===== src/rtl/send_ack_arbiter.sv =====
// send_ack_arbiter: round-robin arbiter sharing one 4-phase send/ack channel.
// Optional ack timeout with abort flag: define SEND_ACK_ARB_TIMEOUT_EN.
module send_ack_arbiter #(
    parameter int N_REQ     = 4,
    parameter int DATA_W    = 8,
    parameter int TO_CYCLES = 255,
    localparam int IW = (N_REQ > 1) ? $clog2(N_REQ) : 1
) (
    input  logic                    clk,
    input  logic                    rst,
    input  logic [N_REQ-1:0]        req,
    input  logic [N_REQ*DATA_W-1:0] req_data,
    output logic [N_REQ-1:0]        done,
    output logic [IW-1:0]           grant_id,
    output logic                    busy,
    output logic                    send,
    output logic [DATA_W-1:0]       data_out,
    input  logic                    ack
`ifdef SEND_ACK_ARB_TIMEOUT_EN
    ,
    output logic                    timeout_err
`endif
);

    typedef enum logic [1:0] {
        IDLE,
        SEND,
        RELEASE,
        DONE
    } state_t;

    state_t            state;
    logic [IW-1:0]     ptr;
    logic              ack_m;
    logic              ack_s;
    logic              found;
    logic [IW-1:0]     pick;
    logic [IW-1:0]     idx;
    logic [DATA_W-1:0] words [N_REQ];

    if (N_REQ < 2 || N_REQ > 8 || TO_CYCLES < 1 || TO_CYCLES > 65535)
    begin : g_cfg_out_of_range
    end

    for (genvar i = 0; i < N_REQ; i++) begin : g_words
        assign words[i] = req_data[i*DATA_W +: DATA_W];
    end

    // First set request at or after ptr, wrapping.
    always_comb begin
        found = 1'b0;
        pick  = ptr;
        idx   = ptr;
        for (int k = 0; k < N_REQ; k++) begin
            idx = IW'((int'(ptr) + k) % N_REQ);
            if (!found && req[idx]) begin
                found = 1'b1;
                pick  = idx;
            end
        end
    end

`ifdef SEND_ACK_ARB_TIMEOUT_EN
    logic [15:0] cnt;
    logic        abort;
`endif

    always_ff @(posedge clk) begin
        if (!rst) begin
            ack_m    <= 1'b0;
            ack_s    <= 1'b0;
            state    <= IDLE;
            ptr      <= '0;
            grant_id <= '0;
            data_out <= '0;
            busy     <= 1'b0;
            send     <= 1'b0;
            done     <= '0;
`ifdef SEND_ACK_ARB_TIMEOUT_EN
            cnt         <= '0;
            abort       <= 1'b0;
            timeout_err <= 1'b0;
`endif
        end else begin
            ack_m <= ack;
            ack_s <= ack_m;
            done  <= '0;
            unique case (state)
                IDLE: begin
                    if (found && !ack_s) begin
                        grant_id <= pick;
                        data_out <= words[pick];
                        busy     <= 1'b1;
                        send     <= 1'b1;
                        state    <= SEND;
`ifdef SEND_ACK_ARB_TIMEOUT_EN
                        cnt      <= '0;
                        abort    <= 1'b0;
`endif
                    end
                end
                SEND: begin
                    if (ack_s) begin
                        send  <= 1'b0;
                        state <= RELEASE;
                    end
`ifdef SEND_ACK_ARB_TIMEOUT_EN
                    else if (cnt == 16'(TO_CYCLES - 1)) begin
                        send  <= 1'b0;
                        abort <= 1'b1;
                        state <= RELEASE;
                    end else begin
                        cnt <= cnt + 16'd1;
                    end
`endif
                end
                RELEASE: begin
                    if (!ack_s) begin
                        done  <= N_REQ'(1) << grant_id;
                        state <= DONE;
`ifdef SEND_ACK_ARB_TIMEOUT_EN
                        timeout_err <= abort;
`endif
                    end
                end
                DONE: begin
                    busy  <= 1'b0;
                    state <= IDLE;
                    if (grant_id == IW'(N_REQ - 1))
                        ptr <= '0;
                    else
                        ptr <= grant_id + IW'(1);
`ifdef SEND_ACK_ARB_TIMEOUT_EN
                    timeout_err <= 1'b0;
`endif
                end
                default: state <= IDLE;
            endcase
        end
    end

endmodule


===== config.mk =====
export PLATFORM = sky130hd
export DESIGN_NAME = send_ack_arbiter
export DESIGN_NICKNAME = d
export VERILOG_FILES = /design/src/rtl/send_ack_arbiter.sv
export SDC_FILE = /design/constraint.sdc
export NUM_CORES = 1
export LEC_CHECK = 0
export CORE_MARGIN = 2
export CORE_UTILIZATION = 38
export DETAILED_ROUTE_END_ITERATION = 6
export PLACE_DENSITY = 0.72
export RECOVER_POWER = 50
export SYNTH_ARGS = -nofsm -noshare
export SYNTH_HDL_FRONTEND = slang
export SYNTH_SLANG_ARGS = --single-unit

===== constraint.sdc =====
create_clock -name clk -period 1.7 [get_ports clk]
set_clock_uncertainty 0.05 [all_clocks]
set_input_delay 0.17 -clock clk [delete_from_list [all_inputs] [get_ports clk]]
set_output_delay 0.17 -clock clk [all_outputs]
set_load 0.01 [all_outputs]

Word level (Yosys, flattened, before mapping) --
Index checks and enable logic that the tools add are counted.
Word-level totals: output and inout bits 16, bits in registers 22, bits of input ports 39, logic and storage cells 72
Operators by class: multiplexer cells 27, bitwise logic cells 3, shift operators 1, reductions and logical operators 16, order comparisons 5, equality and inequality tests 7, $add $sub $neg 4
Operators with widths (count):
- $bmux W8 S2 | 1
- $mux W8 | 2
- $mux W2 | 7
- $lt A2 B3 Y1 const B | 4
- $mux W1 | 10
- $bmux W1 S2 | 4
- $pmux W2 S4 | 1
- $eq A2 B2 Y1 const B | 3
- $ne A2 B2 Y1 const B | 3
- $reduce_and A3 Y1 | 2
- $add A2 B1 Y2 const B | 2
- $add A2 B2 Y2 const B | 2
- $logic_and A1 B1 Y1 | 4
- $logic_not A1 Y1 | 4
- $pmux W1 S2 | 2
- $reduce_and A2 Y1 | 2
- $reduce_bool A2 Y1 | 2
- $shl A1 B2 Y4 const A | 1
- $ge A3 B3 Y1 const B | 1
- $not A2 Y3 | 1
- $reduce_or A3 Y1 | 1
- $eq A2 B1 Y1 const B | 1
- $logic_not A2 Y1 | 1
- $not A1 Y1 | 2

Depth between registers and ports, before layout --
depth after elaboration 16, depth in mapped cells 7, depth with buffers taken out 6

Worst setup path after synthesis --
OpenSTA, ideal clock, no wires.
kind register to register, start point register state[0], end point register data_out[4], data arrival time 1545 ps, slack -20 ps, path buffers 1, period minus slack after synthesis 1720 ps, data required time 1525 ps, cell stages (with the launch flop) 8, cell sequence dfxtp_1 inv_1 ha_1 nor3b_4 nor2b_4 buf_6 a221oi_2 o22ai_1
Between the ends: cells in the longest elaborated chain, start to end 2
RTL lines:
- from (decl) | line 32 | state_t state;
- from (signal assigned) | line 72 | state <= IDLE;
- from (signal assigned) | line 95 | state <= SEND;
- from (signal assigned) | line 105 | state <= RELEASE;
- $logic_not A2 Y1 | line 88 | unique case (state)
- $reduce_and A2 Y1 (no line)
- to (signal assigned) | line 92 | data_out <= words[pick];
- to (decl) | line 17 | output logic [DATA_W-1:0] data_out,
Every way passes these cells. A chain may end at the register's enable or synchronous reset.

Worst setup path after layout --
start point register state[0], end point register data_out[7]
Same word-level chain as after synthesis.

==> results.yml <==
logic_synthesis:
  synth_xor_area_share_pct: 0
  yosys.area.top_type: "dfxtp_1"
  synthAdderAreaFrac_pct: 4.77
  syn_inst: 129
  syn_avg_cell_area_um2: 10.2
  synth_compound_area_share_pct: 28.9
  synth_cell_type_count: 37
  synth_seq_cells: 22
  synthFlopType: "dfxtp_1"
  ys_seq_area_share_pct: 33.6
  synthTopCellsByCount: "22 x dfxtp_1, 13 x mux2i_1, 10 x a21oi_1"
  synthTopCellsByArea: "dfxtp_1 34%, mux2i_1 9.9%, a221oi_2 8.0%, a21boi_0 5.2%, ha_1 4.8%"
  synth_top_area_share_pct: 33.6
  yosysMostFrequentCell: "dfxtp_1"
  synth_mux_area_share_pct: 9.92
  synth_fp_nets: 173
  synth_top_family_by_area: "compound AO/OA/AOI/OAI gates"
  synth_area_um2: 1310
  synth_edf_count: 0
  yosysWarnings: 0
  async_reset_ff_share_pct: 0
  synth-simple-area-share_pct: 19.4
finish:
  n_antenna_cell: 0
  final_cells: 250
  final_layout_size_suffix_gt1_share_pct: 23.5
  nNetsFinal: 249
  area_growth_pct: 65.5
detailed_routing:
  via_count: 1308
  ant_nets: 0
  vias_per_cell: 5.23
  drc: 0
  drt-initial-drc-count: 68
  wl_per_cell_um: 15.9
  firstDrtPassIters: 4
  wl_mm: 3.98
clock_network:
  h-tree-depth: 1
  cts_root_buf: "clkbuf_4"
  postCtsHoldBufs: 0
  clk_latency_ps: 320
  cts_buffer_depth: 2
  cts_tree: "built"
  cts_buffers: 3
  clock_sinks: 22
  clk_pin_slew_worst_paths_ps: 130
timing:
  period_needed_ps: 1610
  tightestPinTransition_ps: 314
  period_share_pct: 94.7
  whs_ps: 382
  hold_viol: 0
  finalSetupTns_ps: 0
  rsz0062_at_grt: "no"
  drv_slew: 0
  slew_headroom_pct: 79.1
  finalSetupViolCount: 0
  fmax_mhz: 621
die:
  core_area_um2: 3340
  fp-row-count: 21
  start_util_pct: 39.3
  die_area_um2: 3940
  io_pins: 55
  die_h_um: 62.7
  chipWidth_um: 62.7
setup_path:
  criticalPathCategory: "flip-flop to flip-flop"
  cp.required_ps: 1860
  start_kind: "flip-flop"
  critPathMaxStageDelay_ps: 360
  cp_data_arrival_time_ps: 1770
  worstPathMaxFanout: 14
  slowest_stage: "dfxtp_2"
  cp-end-kind: "flip-flop"
  cp_cell_sequence: "inv_2, ha_4, nor3b_4, nor2b_4, buf_12, a221oi_2, o22ai_1"
placed_design:
  place_inst: 242
  dp_hpwl_mm: 3.05
  io_buffers: 54
  place_congestion: 0.834
global_route:
  grt_use_total_pct: 20.1
  grt-ovfl-total: 0
  grt_pass1_wl_mm: 6.24
  grt_start_max_net_pins: 16
  antenna_found_initial: 0
  grt_pass1_vias: 1348
power:
  pwr_density_cell_nw_per_um2: 1040
  swShare_pct: 34.5
  vdd_drop_max_v: 0.000436
  power.switching_mw: 0.780
  p_clk_share_pct: 18.2
  leakagePower_nw: 0.847
  power_frac_seq_pct: 32.5
  p_comb_share_pct: 49.3
  p_int_mw: 1.48
hold_path:
  holdCritPathClass: "primary input to flip-flop"
status:
  outcome: "completed"
job:
  maxCapViolCount: 0
-- cell usage in the layout (no fill, tap or decap), types with 3 or more instances in the layout --
master and instances:
clkdlybuf4s50_1 42, buf_4 16, and2_1 4, a21oi_1 10, dfxtp_1 18, nor2b_1 6
a221oi_2 7, clkbuf_4 3, dlygate4sd3_1 9, o22ai_1 8, mux2i_1 13, o21ai_0 3
a21boi_0 9, nor2_1 7, ha_1 4, dfxtp_2 4, inv_1 3
-- kinds of logic (layout without fill, tap and decap cells) --
group	count (synthesis)	count (layout)
AOI/OAI and AO/OA	47	47
adders and majority gates	5	5
buffers and inverters	8	83
DFF	22	22
muxes	13	13
and+or+nand+nor	34	34
-- final timing paths --
| path | startpoint | endpoint | slack (ps) | cells past startpoint |
|---|---|---|---|---|
| setup reg to reg | state[0]$_SDFFE_PN0P_ | data_out[7]$_SDFFE_PN0P_ | 90 | 7 |
| hold / removal | ack | ack_m$_SDFF_PN0_ | 380 | 2 |
| setup / recovery | state[0]$_SDFFE_PN0P_ | data_out[7]$_SDFFE_PN0P_ | 90 | 7 |
| hold reg to reg | ack_m$_SDFF_PN0_ | ack_s$_SDFF_PN0_ | 400 | 1 |
-- power by group through the flow --
stage	Combinational (mW)	Sequential [mW]	Clock (mW)
floorplan	0.490	0.766	0
global placement	0.975	0.729	0
detailed placement	1.01	0.740	0
CTS	1.04	0.728	0.419
global route	1.19	0.751	0.437
finish	1.12	0.735	0.412
-- state kept, by name (all words and copies together), names as in the netlist --
register / count
ack_m: 1
ack_s: 1
busy: 1
data_out: 8
done: 4
grant_id: 2
ptr: 2
send: 1
state: 2
-- routing by layer --
layer | wire length, µm | vias to the layer above | part of all wire [%] | global-route usage, %
li1 | - | 643 | - | -
met1 | 1640 | 621 | 41 | 24.6
met2 | 2100 | 32 | 53 | 35.8
met3 | 117 | 12 | 2.9 | 1.44
met4 | 121 | 0 | 3.0 | 9.44
met5 | 0 | - | 0 | 0
-- cell type report --
| cell class | count | area (µm²) |
|---|---|---|
| clock buffer | 3 | 22.5 |
| fill | 275 | 1170 |
| sequential | 22 | 445 |
| clock inverter | 1 | 30.0 |
| tap | 46 | 57.6 |
| inverter | 5 | 18.8 |
| timing repair buffer | 74 | 719 |
| multi-input combinational | 99 | 876 |
-- metrics by stage --
| stage | cell area, µm² | power (mW) | worst slack, ps | utilization (%) |
|---|---|---|---|---|
| 2_1_floorplan | 1310 | 1.26 | 10.5 | - |
| 3_3_place_gp | 2020 | 1.70 | -237 | 60.5 |
| 3_5_place_dp | 2020 | 1.75 | -371 | 60.5 |
| 4_1_cts | 2090 | 2.19 | -7.48 | 62.6 |
| 5_1_grt | 2170 | 2.38 | 4.07 | 65.0 |
| 6_report | 2170 | 2.26 | 89.4 | 65.0 |
-- repair_timing --
action / CTS / global route
hold endpoints to repair: 0 / 0
pin swaps: 1 / 3
setup endpoints to repair: 3 / 11
cloned: 0 / 0
gates resized for setup: 3 / 13
setup buffers: 0 / 4
-- worst max-delay path, delay by kind of cell, from the launching register on --
| family | cells | cell delay, ps |
|---|---|---|
| AND/OR/NAND/NOR | 2 | 340 |
| flip-flops | 1 | 360 |
| AO/OA/AOI/OAI | 2 | 330 |
| buffers and inverters | 2 | 240 |
| adder cells (fa/ha/maj) | 1 | 170 |
Note: power is estimated with default switching activity, not from simulation.
